--- config.mk ---
export PLATFORM = sky130hd
export DESIGN_NAME = keypad_scanner
export DESIGN_NICKNAME = d
export VERILOG_FILES = /design/src/rtl/keypad_scanner.sv
export SDC_FILE = /design/constraint.sdc
export NUM_CORES = 1
export LEC_CHECK = 0
export ABC_AREA = 1
export BUFFER_PORTS_ARGS = -buffer_cell sky130_fd_sc_hd__buf_2
export CAP_MARGIN = 20
export CORE_AREA = 2 2 85 87
export DETAILED_ROUTE_END_ITERATION = 12
export DIE_AREA = 0 0 87 89
export PLACE_DENSITY = 0.67
export SYNTH_ARGS = -nofsm -noshare
export SYNTH_HDL_FRONTEND = slang
export SYNTH_SLANG_ARGS = --single-unit
--- constraint.sdc ---
create_clock -name clk -period 2.35 [get_ports clk]
set_input_delay 0.3525 -clock clk [delete_from_list [all_inputs] [get_ports clk]]
set_output_delay 0.3525 -clock clk [all_outputs]
set_load 0.05 [all_outputs]
--- src/rtl/keypad_scanner.sv ---
// 4x3 matrix keypad scanner: row scan, 2-flop column synchroniser,
// frame-level debounce FSM and registered BCD / press-level outputs.
module keypad_scanner #(
  parameter int SCAN_DIV        = 25000,
  parameter int DEBOUNCE_FRAMES = 10
) (
  input  logic       clk,
  input  logic       reset,
  input  logic       enable,
  input  logic [2:0] col_n,
  output logic [3:0] row_n,
  output logic [3:0] data,
  output logic       is_pressed,
  output logic       is_star_pressed,
  output logic       is_hash_pressed
);

  localparam int DIV_W = (SCAN_DIV > 2) ? $clog2(SCAN_DIV) : 1;
  localparam int CNT_W = (DEBOUNCE_FRAMES > 1) ? $clog2(DEBOUNCE_FRAMES + 1) : 1;
  localparam logic [DIV_W-1:0] DIV_LAST = DIV_W'(SCAN_DIV - 1);
  localparam logic [DIV_W-1:0] DIV_ONE  = DIV_W'(1);
  localparam logic [CNT_W-1:0] CNT_LAST = CNT_W'(DEBOUNCE_FRAMES - 1);
  localparam logic [CNT_W-1:0] CNT_ONE  = CNT_W'(1);
  localparam logic [3:0] KEY_STAR = 4'd9;
  localparam logic [3:0] KEY_HASH = 4'd11;

  typedef enum logic [1:0] {
    ST_IDLE     = 2'd0,
    ST_DEBOUNCE = 2'd1,
    ST_HELD     = 2'd2
  } state_t;

  // True when exactly one bit of the frame key map is set.
  function automatic logic is_single(input logic [11:0] m);
    return (m != 12'd0) && ((m & (m - 12'd1)) == 12'd0);
  endfunction

  // Position of the highest set key bit (only meaningful for a single key).
  function automatic logic [3:0] key_index(input logic [11:0] m);
    logic [3:0] idx;
    idx = 4'd0;
    for (int i = 0; i < 12; i++) begin
      if (m[i]) idx = 4'(i);
    end
    return idx;
  endfunction

  // Key map position (row*3+col) to 8421 BCD; '0' sits at r3/c1.
  function automatic logic [3:0] key_bcd(input logic [3:0] k);
    logic [3:0] b;
    case (k)
      4'd0, 4'd1, 4'd2, 4'd3, 4'd4, 4'd5, 4'd6, 4'd7, 4'd8: b = k + 4'd1;
      default: b = 4'd0;
    endcase
    return b;
  endfunction

  logic [2:0]       col_s1_q, col_s2_q;
  logic             en_q;
  logic [DIV_W-1:0] div_q, div_d;
  logic [1:0]       row_q, row_d;
  logic [3:0]       row_n_q, row_n_d;
  logic [8:0]       map_q;
  logic [11:0]      frame_map_s;
  logic             scan_act_s, frame_end_s, single_s;
  logic [3:0]       key_s;
  state_t           state_q, state_d;
  logic [CNT_W-1:0] cnt_q, cnt_d;
  logic [3:0]       cand_q, cand_d;
  logic             confirm_s, release_s;
  logic [3:0]       data_q, data_d;
  logic             pressed_q, pressed_d, star_q, star_d, hash_q, hash_d;
  logic             conf_q, conf_d;

  assign scan_act_s  = enable & en_q;
  assign frame_end_s = scan_act_s && (row_q == 2'd3) && (div_q == DIV_LAST);
  assign frame_map_s = {~col_s2_q, map_q};
  assign single_s    = is_single(frame_map_s);
  assign key_s       = key_index(frame_map_s);

  // Two-flop synchroniser for the asynchronous column inputs.
  always_ff @(posedge clk or posedge reset) begin
    if (reset) begin
      col_s1_q <= 3'b111;
      col_s2_q <= 3'b111;
    end else begin
      col_s1_q <= col_n;
      col_s2_q <= col_s1_q;
    end
  end

  // Next divider/row; a cycle with en_q low re-arms r0 with the divider at 0.
  always_comb begin
    div_d   = div_q;
    row_d   = row_q;
    row_n_d = row_n_q;
    if (!enable) begin
      div_d   = '0;
      row_d   = 2'd0;
      row_n_d = 4'b1111;
    end else if (!en_q) begin
      div_d   = '0;
      row_d   = 2'd0;
      row_n_d = 4'b1110;
    end else if (div_q == DIV_LAST) begin
      div_d   = '0;
      row_d   = row_q + 2'd1;
      row_n_d = ~(4'b0001 << row_d);
    end else begin
      div_d   = div_q + DIV_ONE;
      row_n_d = row_n_q;
    end
  end

  // Scan counters and registered row drive.
  always_ff @(posedge clk or posedge reset) begin
    if (reset) begin
      en_q    <= 1'b1;
      div_q   <= '0;
      row_q   <= 2'd0;
      row_n_q <= 4'b1110;
    end else begin
      en_q    <= enable;
      div_q   <= div_d;
      row_q   <= row_d;
      row_n_q <= row_n_d;
    end
  end

  // Capture rows 0..2 on their last cycle; row 3 is used live at frame end.
  always_ff @(posedge clk or posedge reset) begin
    if (reset) begin
      map_q <= 9'd0;
    end else if (scan_act_s && (div_q == DIV_LAST)) begin
      case (row_q)
        2'd0:    map_q[2:0] <= ~col_s2_q;
        2'd1:    map_q[5:3] <= ~col_s2_q;
        2'd2:    map_q[8:6] <= ~col_s2_q;
        default: map_q      <= map_q;
      endcase
    end else begin
      map_q <= map_q;
    end
  end

  // Debounce FSM state register.
  always_ff @(posedge clk or posedge reset) begin
    if (reset) begin
      state_q <= ST_IDLE;
      cnt_q   <= '0;
      cand_q  <= 4'd0;
    end else begin
      state_q <= state_d;
      cnt_q   <= cnt_d;
      cand_q  <= cand_d;
    end
  end

  // Debounce FSM next state, evaluated only at frame end.
  always_comb begin
    state_d   = state_q;
    cnt_d     = cnt_q;
    cand_d    = cand_q;
    confirm_s = 1'b0;
    release_s = 1'b0;
    if (!enable) begin
      state_d = ST_IDLE;
      cnt_d   = '0;
    end else if (frame_end_s) begin
      case (state_q)
        ST_IDLE: begin
          if (single_s) begin
            cand_d = key_s;
            if (DEBOUNCE_FRAMES == 1) begin
              confirm_s = 1'b1;
              state_d   = ST_HELD;
              cnt_d     = '0;
            end else begin
              state_d = ST_DEBOUNCE;
              cnt_d   = CNT_ONE;
            end
          end else begin
            state_d = ST_IDLE;
          end
        end
        ST_DEBOUNCE: begin
          if (single_s && (key_s == cand_q)) begin
            if (cnt_q == CNT_LAST) begin
              confirm_s = 1'b1;
              state_d   = ST_HELD;
              cnt_d     = '0;
            end else begin
              cnt_d = cnt_q + CNT_ONE;
            end
          end else if (single_s) begin
            cand_d = key_s;
            cnt_d  = CNT_ONE;
          end else begin
            state_d = ST_IDLE;
            cnt_d   = '0;
          end
        end
        ST_HELD: begin
          if (single_s && (key_s == cand_q)) begin
            cnt_d = '0;
          end else if (cnt_q == CNT_LAST) begin
            release_s = 1'b1;
            state_d   = ST_IDLE;
            cnt_d     = '0;
          end else begin
            cnt_d = cnt_q + CNT_ONE;
          end
        end
        default: begin
          state_d = ST_IDLE;
          cnt_d   = '0;
        end
      endcase
    end else begin
      state_d = state_q;
    end
  end

  // Output next values: data loads on confirm, the level follows one cycle later.
  always_comb begin
    data_d    = data_q;
    pressed_d = pressed_q;
    star_d    = star_q;
    hash_d    = hash_q;
    conf_d    = 1'b0;
    if (!enable) begin
      pressed_d = 1'b0;
      star_d    = 1'b0;
      hash_d    = 1'b0;
    end else begin
      if (confirm_s) begin
        conf_d = 1'b1;
        if ((key_s != KEY_STAR) && (key_s != KEY_HASH)) begin
          data_d = key_bcd(key_s);
        end else begin
          data_d = data_q;
        end
      end else begin
        conf_d = 1'b0;
      end
      if (conf_q) begin
        pressed_d = (cand_q != KEY_STAR) && (cand_q != KEY_HASH);
        star_d    = (cand_q == KEY_STAR);
        hash_d    = (cand_q == KEY_HASH);
      end else if (release_s) begin
        pressed_d = 1'b0;
        star_d    = 1'b0;
        hash_d    = 1'b0;
      end else begin
        pressed_d = pressed_q;
      end
    end
  end

  // Output registers.
  always_ff @(posedge clk or posedge reset) begin
    if (reset) begin
      data_q    <= 4'd0;
      pressed_q <= 1'b0;
      star_q    <= 1'b0;
      hash_q    <= 1'b0;
      conf_q    <= 1'b0;
    end else begin
      data_q    <= data_d;
      pressed_q <= pressed_d;
      star_q    <= star_d;
      hash_q    <= hash_d;
      conf_q    <= conf_d;
    end
  end

  assign row_n           = row_n_q;
  assign data            = data_q;
  assign is_pressed      = pressed_q;
  assign is_star_pressed = star_q;
  assign is_hash_pressed = hash_q;

endmodule

; ---- Yosys cells after proc, flatten, opt, wreduce, memory -nomap -nowiden
; Index checks and enable logic that the tools add are counted.
[classes]
bitwise = 4
eq_ne = 31
shift = 1
addsub = 5
muxes = 59
reduce_logical = 21
[ops]
columns = op, count
row1 = 4-bit two-way mux, 22
row2 = 15-bit two-way mux, 3
row3 = "4-bit inequality test, second input constant", 6
row4 = 1-bit two-way mux, 21
row5 = 2-bit two-way mux, 10
row6 = "4-bit by 3-bit equality test with 1-bit output, second input constant", 4
row7 = "4-bit equality test, second input constant", 4
row8 = "15-bit by 1-bit adder with 15-bit output, second input constant", 1
row9 = "15-bit equality test, second input constant", 1
row10 = 12-bit bitwise AND, 1
row11 = 12-bit zero test, 1
row12 = 4-bit one-hot mux with 3 select lines, 1
row13 = 12-bit nonzero test, 1
row14 = "12-bit by 1-bit subtractor with 12-bit output, second input constant", 1
row15 = "3-bit inequality test, second input constant", 3
row16 = 9-bit OR reduction, 1
row17 = "4-bit by 1-bit adder with 4-bit output, second input constant", 2
row18 = "4-bit by 2-bit equality test with 1-bit output, second input constant", 2
row19 = 4-bit one-hot mux with 2 select lines, 1
row20 = 2-bit AND reduction, 4
row21 = 1-bit logical AND, 7
row22 = "2-bit equality test, second input constant", 3
row23 = 2-bit one-hot mux with 3 select lines, 1
row24 = 5-bit AND reduction, 1
row25 = other kinds (17), 19
[word_totals]
inputBits = 6
reg_bits = 55
output_inout_bits = 11

; ---- Longest topological paths before layout
; Gate-level depths: netlist of the first run.
[logic_depth]
depth_word = 20
ltp_mapped = 18

; ---- Worst setup path before layout of the first run
; Ideal clock, no wire load.
[synth_timing]
kind = reg-to-reg
startpoint = register map_q[3]
endpoint = register data_q[3] (netlist: data[3])
required_ns = 2.227
period_less_slack_ns = 1.849
arrival_time_ns = 1.726
path_buffers = 0
path_stages_with_launch = 16
slack_ns = 0.501
path_cell_list = dfrtp_1 > inv_1 > nand2_1 > nand2_1 > nand2_1 > nand2_1 > nand2_1 > nand2_1 > nand2_1 > nand2_1 > nand2_1 > ha_1 > o21ai_0 > nand3b_4 > nand2_1 > o21ai_1
[synth_between]
elab_chain_cells = 16
word_cells_on_any_way = 36
cone_classes = add/sub (2) / eq/ne (11) / mux (14) / bitwise (1) / reduce/logical (8)
[synth_lines]
columns = element, line
row1 = "start, declared", 63  ; logic [8:0] map_q;
row2 = "start signal, assigned", 137  ; 2'd1: map_q[5:3] <= ~col_s2_q;
row3 = "start signal, assigned", 139  ; default: map_q <= map_q;
row4 = "start signal, assigned", 142  ; map_q <= map_q;
row5 = 4-bit two-way mux (*) (9 in series), 43  ; if (m[i]) idx = 4'(i);
row6 = named net key_s[0], 66  ; logic [3:0] key_s;
row7 = 4-bit equality test, 187  ; if (single_s && (key_s == cand_q)) begin
row8 = 1-bit logical AND, 187
row9 = 1-bit two-way mux, 187
row10 = 1-bit two-way mux, 170  ; case (state_q)
row11 = 1-bit two-way mux, 169  ; end else if (frame_end_s) begin
row12 = 1-bit two-way mux, 166  ; if (!enable) begin
row13 = 3-bit AND reduction (no line), --
row14 = "end signal, assigned", 269  ; data_q <= data_d;
row15 = "end, declared", 71  ; logic [3:0] data_q, data_d;
; Mark *: on every way through the listed nets, which the timed path passes. The rest lies on a longest branch.
; A chain may end at the register's enable or synchronous reset.

; ---- Worst setup path after layout of the first run
[layout_timing]
startpoint = register col_s2_q[1]
endpoint = register state_q[1]
[layout_between]
elab_chain_cells = 10
word_cells_on_any_way = 18
cone_classes = add/sub (1) / eq/ne (4) / mux (6) / bitwise (2) / reduce/logical (5)
[layout_lines]
columns = element, line
row1 = "start, declared", 58  ; logic [2:0] col_s1_q, col_s2_q;
row2 = "start signal, assigned", 88  ; col_s2_q <= col_s1_q;
row3 = 3-bit NOT (*), 77  ; assign frame_map_s = {~col_s2_q, map_q};
row4 = 12-bit by 1-bit subtractor with 12-bit output, 35  ; return (m != 12'd0) && ((m & (m - 12'd1)) == 12'd0);
row5 = 12-bit bitwise AND, 35
row6 = 12-bit zero test, 35
row7 = 1-bit logical AND, 35
row8 = 1-bit logical AND, "187, 204"
row9 = 2-bit two-way mux, 187
row10 = 2-bit one-hot mux with 3 select lines, 170
row11 = 2-bit two-way mux, 169
row12 = 2-bit two-way mux, 166
row13 = "end signal, assigned", 153  ; state_q <= state_d;
row14 = "end, declared", 67  ; state_t state_q, state_d;
; Mark *: on every way between the ends. The rest lies on a longest branch, timed or not. The select of a mux whose other input is x is not followed.

==> run_results.csv, run 1 <==
group,metric,value,unit
global_routing,grt_first_pass_wirelength,9770,microns
critical_path,worstPathCellList,"nand2_1, nor2_1, nand3b_1, nand2_1, nand2_1, nor2_2, nand2_4, nor2_4, nand3_2, a21oi_2, nand3_2, nand2_1, nand2_1",
finish,drive_gt1_frac,0.166,
sta,relSlewSlack,0.587,
detailed_routing,routedWlPerCell,11.5,microns
die,num_rows,30,
finish,nNetsFinal,428,
sta,slew_viol_final,0,
clocking,h-tree-depth,2,
finish,antenna_cells,0,
critical_path,r2r_start,"col_s2_q[1]",
detailed_routing,final_antenna_net_count,0,
global_routing,grt_pass1_vias,2247,
detailed_routing,post-route-drc-count,0,
clocking,post_cts_resized,0,
die,core_area,0.00672,sq mm
clocking,cts_buffers,5,
critical_path,r2r_cells,13,
detailed_routing,firstDrtPassIters,4,
logic_synthesis,ys_warn_count,0,
die,die-area,0.00774,sq mm
critical_path,critPathMostFrequentCell,"nand2_1",
power_and_ir_drop,power_frac_seq,0.605,
power_and_ir_drop,p_leak,1.58,nW
power_and_ir_drop,clock_power_share,0.314,
global_routing,grtUsageTotal,0.159,
detailed_routing,drtIter0Drc,73,
die,ios,17,
critical_path,end_kind,"flip-flop",
power_and_ir_drop,p_sw_frac,0.250,
power_and_ir_drop,p_switching,405,uW
clocking,postCtsSetupRepairBufs,0,
finish,multi_input_comb_area,0.00147,sq mm
global_routing,grt_antenna_before_repair,0,
critical_path,worst_r2r_endpoint,"state_q[1]",
critical_path,cpPeakStageDelay,0.61,ns
clocking,cts_tree,"yes",
power_and_ir_drop,power_frac_comb,0.081,
logic_synthesis,syn_nets,404,
global_routing,grt_max_degree,29,
clocking,cts_sinks,55,
die,dieWidth,87,microns
power_and_ir_drop,p_int,1.21,mW
detailed_routing,vias,2397,
critical_path,cp.required,2.54,ns
worst_hold_path,hold_class,"in -> async",
critical_path,startpoint,"col_s2_q[1]",
clocking,clockBufferDepth,2,
logic_synthesis,avgSynthCellArea,7.85,sq um
finish,seq_area,0.00139,sq mm
critical_path,start_kind,"flip-flop",
logic_synthesis,syn_inst,385,
critical_path,crit_end,"state_q[1]",
placed_design,hpwl,4330,microns
sta,finClkSkew,0.0153,ns
sta,fin_crit,2.10,ns
sta,tightestPinTransition,0.619,ns
placed_design,gp_congestion,0.903,
sta,rsz0062_at_grt,"false",
power_and_ir_drop,vdd_drop_max,0.240,mV
critical_path,r2r_setup_slack,0.25,ns
sta,clock.fmax,476,MHz
finish,area_growth,10.0,%
placed_design,dpl_cell_area,0.00323,sq mm
logic_synthesis,synth.yosys.seq_area_share,0.460,
flow_run,maxCapViolCount,0,
die,die_y,89,microns
sta,min_period_over_period,0.893,
status,status,"complete, no violations",
critical_path,cp.arrival,2.29,ns
critical_path,slowest_stage,"dfstp_2",
critical_path,critPathMaxFanout,7,
sta,setup_viol,0,
power_and_ir_drop,power_density,487,mW/mm^2
detailed_routing,vias_per_cell,4.89,
logic_synthesis,ys_ff_latch,55,
placed_design,numPortBuffers,16,
sta,hold_viol_final,0,
sta,setup_tns,0,ns
critical_path,setup.worst_path.class,"reg -> reg",
logic_synthesis,syn_area,0.00302,sq mm
clocking,cts_root_buf,"clkbuf_8",
detailed_routing,routed_wl,5640,microns
logic_synthesis,ys_types,33,
die,start_util,0.450,
global_routing,grt_overflow,0,
finish,n_fill_cell,661,
clocking,cts-hold-fix-buffers,0,
clocking,clkTransAtPathRegs,0.10,ns
clocking,clk_latency,0.31,ns
finish,final_area,0.00332,sq mm
## cell families (layout without fill, tap and decap cells)
| logic type | Yosys count | in the layout | share of synthesized area |
|---|---|---|---|
| AO/OA/AOI/OAI | 56 | 56 | 0.0998 |
| XOR/XNOR | 3 | 3 | 0.00870 |
| adder cells (fa/ha/maj) | 13 | 13 | 0.0538 |
| buffers and inverters | 47 | 72 | 0.0584 |
| flip-flops | 55 | 55 | 0.460 |
| AND/OR/NAND/NOR | 211 | 211 | 0.320 |
## layout by cell type, fill, tap and decap left out, types with 5 or more instances in the layout
cell and instances:
dfrtp_1 45, o21ai_0 28, nand2_2 9, nor2_2 7, nor3_1 8, nand3_1 18
ha_1 13, inv_1 40, a21oi_1 12, nand2_1 106, o21ai_1 10, nor2_1 42
clkbuf_8 5, nand4_1 9, dfstp_2 10, buf_2 16
## stage by stage
stage	utilization	std cells	setup slack [ns]	hold slack, ns	total power [mW]
CTS	0.493	490	0.0671	0.127	1.64
global route	0.495	490	0.00725	0.112	1.69
finish	0.495	490	0.251	0.116	1.62
detailed placement	0.481	482	0.0829	0.348	1.13
global placement	0.481	482	0.219	0.346	1.13
floorplan	-	385	0.501	0.345	1.09
## synthesized netlist by cell type (all sizes together)
| cell | count | area share |
|---|---|---|
| nand3b | 2 | 0.0091 |
| o21ai | 38 | 0.063 |
| nand4 | 11 | 0.027 |
| xor2 | 1 | 0.0029 |
| dfrtp | 45 | 0.37 |
| nor4 | 1 | 0.0021 |
| and2b | 1 | 0.0025 |
| nand3 | 20 | 0.036 |
| clkinv | 1 | 0.0012 |
| nor2 | 51 | 0.073 |
| o21a | 2 | 0.0050 |
| nand2 | 116 | 0.15 |
| ha | 13 | 0.054 |
| o31ai | 1 | 0.0041 |
| a211oi | 1 | 0.0025 |
| nor3 | 8 | 0.013 |
| dfstp | 10 | 0.087 |
| a21oi | 13 | 0.023 |
| clkbuf | 2 | 0.0025 |
| and3 | 1 | 0.0021 |
| o211ai | 1 | 0.0025 |
| xnor2 | 2 | 0.0058 |
| inv | 44 | 0.055 |
## worst max-delay path, delay by kind of cell (launching register included)
kind | cells | cell delay [ns]
AO/OA/AOI/OAI | 1 | 0.20
flip-flops | 1 | 0.61
AND/OR/NAND/NOR | 12 | 1.17
## layout make-up
class | instances | share of cell area
clock buffer | 6 | 0.0218
clock inverter | 2 | 0.00376
inverter | 45 | 0.0508
multi-input combinational | 283 | 0.441
sequential | 55 | 0.418
tap | 80 | 0.0301
timing repair buffer | 19 | 0.0346
## sequential cells by signal, indices dropped and copies added (netlist names)
register / count
div_q: 15
map_q: 9
cand_q: 4
cnt_q: 4
data: 4
row_n: 4
col_s1_q: 3
col_s2_q: 3
row_q: 2
state_q: 2
conf_q: 1
en_q: 1
is_hash_pressed: 1
is_pressed: 1
is_star_pressed: 1
## power groups by stage
| stage | combinational [mW] | clock [mW] | sequential [mW] |
|---|---|---|---|
| after global routing | 0.152 | 0.561 | 0.981 |
| final | 0.132 | 0.508 | 0.979 |
| after floorplan | 0.0939 | 0 | 0.997 |
| after detailed placement | 0.134 | 0 | 0.997 |
| after global placement | 0.132 | 0 | 0.997 |
| after CTS | 0.134 | 0.524 | 0.979 |
## metal layers
metal	track usage	share of wire
met4	0.0384	0.0087
met1	0.202	0.50
met3	0.0305	0.027
met5	0	0
met2	0.282	0.46
## worst min-delay path by stage
| stage | endpoint | start | slack (ns) |
|---|---|---|---|
| after CTS | col_s1_q[0] | col_n[0] | 0.13 |
| final | map_q[0] | reset | 0.12 |
| after detailed placement | col_s2_q[0] | col_s1_q[0] | 0.35 |
| after floorplan | col_s2_q[0] | col_s1_q[0] | 0.35 |
| after global placement | col_s2_q[0] | col_s1_q[0] | 0.35 |
| after global routing | col_s1_q[0] | col_n[0] | 0.11 |
Note: power is estimated with default switching activity, not from simulation.
==> inputs of run 2 (changes only) <==
--- a/config.mk
+++ b/config.mk
@@ -8,9 +8,10 @@
 export ABC_AREA = 1
 export BUFFER_PORTS_ARGS = -buffer_cell sky130_fd_sc_hd__buf_2
 export CAP_MARGIN = 20
-export CORE_AREA = 2 2 85 87
+export CORE_AREA = 2 2 109 69
+export CTS_BUF_LIST = sky130_fd_sc_hd__clkbuf_4
 export DETAILED_ROUTE_END_ITERATION = 12
-export DIE_AREA = 0 0 87 89
+export DIE_AREA = 0 0 111 71
 export PLACE_DENSITY = 0.67
 export SYNTH_ARGS = -nofsm -noshare
 export SYNTH_HDL_FRONTEND = slang
==> run_results.csv, run 2 (synthesis gave the netlist of run 1 again) <==
group,metric,value,unit
sta,slew_viol_final,0,
detailed_routing,met2_length,2550,microns
power_and_ir_drop,power_frac_seq,0.594,
sta,rsz0062_at_grt,"false",
finish,antenna_cells,0,
critical_path,cp.arrival,2.45,ns
detailed_routing,post-route-drc-count,0,
detailed_routing,drtIter0Drc,131,
sta,tightestPinTransition,0.683,ns
sta,finClkSkew,0.0218,ns
finish,drive_gt1_frac,0.169,
global_routing,grt_antenna_before_repair,0,
power_and_ir_drop,p_int,1.23,mW
detailed_routing,vias_per_cell,4.93,
finish,nNetsFinal,432,
clocking,cts_sinks,55,
global_routing,grt_first_pass_wirelength,11200,microns
detailed_routing,met1Wirelength,3290,microns
clocking,h-tree-depth,2,
clocking,cts_buffers,5,
die,die-area,0.00788,sq mm
global_routing,grt_max_degree,56,
sta,hold_viol_final,0,
critical_path,critPathMostFrequentCell,"nand2_1",
die,ios,17,
global_routing,grt_pass1_vias,2404,
critical_path,cpPeakStageDelay,0.64,ns
die,dieWidth,111,microns
critical_path,setup.worst_path.class,"reg -> reg",
global_routing,grt_overflow,0,
die,core_area,0.00694,sq mm
die,die_y,71,microns
sta,setup_viol,0,
global_routing,grtUsageTotal,0.172,
finish,regMostFlops,"div_q",
clocking,clk_latency,0.40,ns
power_and_ir_drop,vdd_drop_max,0.266,mV
power_and_ir_drop,p_leak,1.59,nW
detailed_routing,vias,2491,
die,num_rows,24,
critical_path,slowest_stage,"dfstp_2",
placed_design,dp_cells,493,
critical_path,worstPathCellList,"nand2_1, nor2_1, nand3b_1, nand2_1, nand2_1, nor2_2, nand2_4, nor2_4, nand3_2, a21oi_2, nand3_2, nand2_1, nand2_1",
critical_path,end_kind,"flip-flop",
die,start_util,0.436,
clocking,clkTransAtPathRegs,0.17,ns
placed_design,hpwl,4590,microns
clocking,cts_tree,"yes",
detailed_routing,wl_met3,243,microns
clocking,clockBufferDepth,2,
status,status,"complete, no violations",
critical_path,critPathMaxFanout,7,
finish,reg_top3,"div_q (15), map_q (9)",
power_and_ir_drop,power_density,490,mW/mm^2
detailed_routing,firstDrtPassIters,4,
detailed_routing,routed_wl,6170,microns
power_and_ir_drop,power_frac_comb,0.083,
power_and_ir_drop,clock_power_share,0.323,
placed_design,gp_congestion,0.836,
sta,min_period_over_period,0.924,
detailed_routing,routedWlPerCell,12.2,microns
placed_design,numPortBuffers,16,
finish,area_growth,11.2,%
sta,relSlewSlack,0.545,
detailed_routing,highest_layer,"met4",
flow_run,maxCapViolCount,0,
critical_path,cp.required,2.63,ns
finish,fin_cells,505,
finish,layout_commonest_cell,"nand2_1",
power_and_ir_drop,p_sw_frac,0.252,
clocking,cts_root_buf,"clkbuf_4",
sta,fin_crit,2.17,ns
finish,largest_reg_flops,15,
sta,clock.fmax,461,MHz
worst_hold_path,hold_class,"in -> async",
critical_path,r2r_setup_slack,0.18,ns
critical_path,start_kind,"flip-flop",
detailed_routing,final_antenna_net_count,0,
power_and_ir_drop,p_switching,416,uW
sta,setup_tns,0,ns
finish,final_cell_mix,"nand2_1, dfrtp_1, nor2_1",
## run 2: changes by cell type in the layout (fill, tap and decap cells not counted), moves of 2 or more
cell,change
clkbuf_4,+5
clkbuf_8,-5
dlygate4sd3_1,+3
buf_4,+2
## run 2: final timing paths
check	end	from	depth (start not counted)
min	cand_q[2]	reset	3
min in group clk	en_q	enable	2
min reg2reg	col_s2_q[0]	col_s1_q[0]	0
max	state_q[0]	col_s2_q[0]	13
max reg2reg	state_q[0]	col_s2_q[0]	13
max in group asynchronous	div_q[11]	reset	3
## run 2: area by class of cell
| type | instances | area (sq um) |
|---|---|---|
| Clock buffer | 5 | 37.5 |
| Clock inverter | 3 | 43.8 |
| Fill cell | 688 | 3580 |
| Inverter | 45 | 169 |
| Multi-Input combinational cell | 283 | 1470 |
| Sequential cell | 55 | 1390 |
| Tap cell | 91 | 114 |
| Timing Repair Buffer | 23 | 140 |
## run 2: repair_timing
action	CTS	global route
hold buffers	0	3
resized for setup	0	4
setup buffers	0	1
hold endpoints to repair	0	3
endpoints found under the setup margin	0	15
## run 2: layer usage
metal  vias up  global-route usage
li1       1295                   -
met4         0              0.0611
met3        10              0.0411
met2        47               0.251
met5         -                   0
met1      1139               0.253
## run 2: worst max-delay path: cells and delay by family, from the launching register on
family,cells,cell delay [ns]
AND/OR/NAND/NOR,12,1.21
flip-flops,1,0.64
AO/OA/AOI/OAI,1,0.21
## run 2: power groups by stage
stage               registers, mW  logic, mW  clock network [mW]
floorplan                   0.997     0.0939                   0
global placement            0.997      0.130                   0
detailed placement          0.997      0.133                   0
CTS                         0.980      0.133               0.552
global route                0.982      0.158               0.599
finish                      0.979      0.137               0.532
## run 2: through the flow
stage | hold slack (ns) | utilization | setup slack [ns] | power [mW] | area, sq um
global placement | 0.347 | 0.466 | 0.174 | 1.13 | 3230
finish | 0.109 | 0.484 | 0.179 | 1.65 | 3360
detailed placement | 0.348 | 0.466 | 0.118 | 1.13 | 3230
floorplan | 0.345 | - | 0.501 | 1.09 | 3020
CTS | 0.0151 | 0.477 | 0.0676 | 1.67 | 3310
global route | 0.147 | 0.484 | 0.00340 | 1.74 | 3360
==> inputs of run 3 (changes only) <==
--- a/config.mk
+++ b/config.mk
@@ -12,7 +12,6 @@
 export CTS_BUF_LIST = sky130_fd_sc_hd__clkbuf_4
 export DETAILED_ROUTE_END_ITERATION = 12
 export DIE_AREA = 0 0 111 71
-export PLACE_DENSITY = 0.67
 export SYNTH_ARGS = -nofsm -noshare
 export SYNTH_HDL_FRONTEND = slang
 export SYNTH_SLANG_ARGS = --single-unit
==> run_results.csv, run 3 (synthesis gave the netlist of run 1 again) <==
group,metric,value,unit
clocking,clkTransAtPathRegs,0.17,ns
critical_path,start_kind,"flip-flop",
finish,reg_top3,"div_q (15), map_q (9)",
die,dieWidth,111,microns
finish,final_cell_mix,"nand2_1, dfrtp_1, nor2_1",
finish,fin_cells,505,
finish,area_growth,11.6,%
critical_path,setup.worst_path.class,"reg -> reg",
flow_run,maxCapViolCount,0,
die,die_y,71,microns
critical_path,cp.arrival,2.45,ns
clocking,cts_buffers,5,
sta,slew_viol_final,0,
global_routing,grtUsageTotal,0.175,
finish,drive_gt1_frac,0.164,
placed_design,dp_cells,492,
detailed_routing,final_antenna_net_count,0,
power_and_ir_drop,power_density,494,mW/mm^2
finish,regMostFlops,"div_q",
status,status,"complete, no violations",
finish,antenna_cells,0,
clocking,clockBufferDepth,2,
sta,hold_viol_final,0,
detailed_routing,drtIter0Drc,137,
detailed_routing,routedWlPerCell,12.5,microns
global_routing,grt_antenna_before_repair,0,
critical_path,end_kind,"flip-flop",
placed_design,hpwl,4680,microns
finish,layout_commonest_cell,"nand2_1",
sta,setup_tns,0,ns
critical_path,startpoint,"col_s2_q[1]",
critical_path,r2r_setup_slack,0.19,ns
placed_design,gp_congestion,0.888,
global_routing,grt_pass1_vias,2365,
global_routing,grt_overflow,0,
sta,relSlewSlack,0.636,
detailed_routing,firstDrtPassIters,4,
detailed_routing,vias_per_cell,4.91,
global_routing,grt_max_degree,26,
critical_path,cp.required,2.64,ns
clocking,h-tree-depth,2,
power_and_ir_drop,p_leak,1.60,nW
global_routing,grt_first_pass_wirelength,11100,microns
worst_hold_path,min_delay_path_depth,1,
finish,nNetsFinal,432,
critical_path,r2r_start,"col_s2_q[1]",
finish,utilization,0.486,
sta,tightestPinTransition,0.545,ns
finish,n_fill_cell,667,
sta,rsz0062_at_grt,"false",
die,core_area,0.00694,sq mm
clocking,cts_tree,"yes",
placed_design,numPortBuffers,16,
power_and_ir_drop,vdd_drop_max,0.353,mV
finish,largest_reg_flops,15,
clocking,clk_latency,0.40,ns
sta,clock.fmax,464,MHz
worst_hold_path,hold_class,"in -> reg",
detailed_routing,vias,2480,
detailed_routing,routed_wl,6310,microns
die,num_rows,24,
sta,setup_viol,0,
die,die-area,0.00788,sq mm
sta,fin_crit,2.16,ns
critical_path,r2r_cells,13,
worst_hold_path,worstHoldStart,"enable",
critical_path,critPathMaxFanout,7,
die,ios,17,
detailed_routing,post-route-drc-count,0,
die,start_util,0.436,
clocking,cts_root_buf,"clkbuf_4",
sta,min_period_over_period,0.918,
clocking,cts_sinks,55,
sta,finClkSkew,0.0162,ns
run 3: changes by cell type in the layout (fill, tap and decap cells not counted), sizes merged:
cell / delta
dlygate4sd3: +1
buf: -1
inv: +1
clkinv: -1
run 3: final cells by class:
type                       instances  area [sq um]  area share
clock buffer                       5          37.5      0.0111
tap                               91           114      0.0338
sequential                        55          1390       0.412
inverter                          45           169      0.0501
timing repair buffer              23           155      0.0460
clock inverter                     3          42.5      0.0126
multi-input combinational        283          1470       0.435
run 3: power breakdown:
| group | switching, mW | leakage (nW) | internal, mW |
|---|---|---|---|
| clock network | 0.322 | 0.0432 | 0.225 |
| logic | 0.0958 | 0.825 | 0.0441 |
| registers | 0.0150 | 0.728 | 0.966 |
| total | 0.432 | 1.60 | 1.24 |
run 3: repair_timing:
| action | CTS | global route |
|---|---|---|
| setup buffers | 0 | 1 |
| resized for setup | 0 | 4 |
| hold buffers | 1 | 3 |
| hold endpoints to repair | 16 | 3 |
| endpoints found under the setup margin | 0 | 14 |
run 3: worst paths after layout:
check | to
worst min register to register | col_s2_q[0]
worst max register to register | state_q[1]
worst max-delay path | state_q[1]
max in group asynchronous | en_q
worst min-delay path | en_q
min in group asynchronous | map_q[0]
run 3: metal layers:
layer | part of all wire | track usage | vias to the layer above
met5 | 0 | 0 | -
met4 | 0.013 | 0.0486 | 0
met3 | 0.034 | 0.0394 | 9
met2 | 0.40 | 0.251 | 25
met1 | 0.55 | 0.265 | 1148
li1 | - | - | 1298
run 3: critical path, stage by stage (launching register included):
cell and delay (ns):
dfstp_2 0.64, nand2_1 0.09, nor2_1 0.12, nand3b_1 0.08
nand2_1 0.06, nand2_1 0.06, nor2_2 0.16, nand2_4 0.11
nor2_4 0.13, nand3_2 0.18, a21oi_2 0.22, nand3_2 0.09
nand2_1 0.07, nand2_1 0.05
run 3: stage by stage:
| step | worst slack, ns | hold WS (ns) | power, mW | cell area (sq um) |
|---|---|---|---|---|
| 2_1_floorplan | 0.501 | 0.345 | 1.09 | 3020 |
| 3_3_place_gp | 0.166 | 0.348 | 1.13 | 3240 |
| 3_5_place_dp | 0.118 | 0.347 | 1.13 | 3240 |
| 4_1_cts | 0.0826 | 0.0130 | 1.68 | 3330 |
| 5_1_grt | 0.00447 | 0.138 | 1.76 | 3370 |
| 6_report | 0.194 | 0.153 | 1.67 | 3370 |
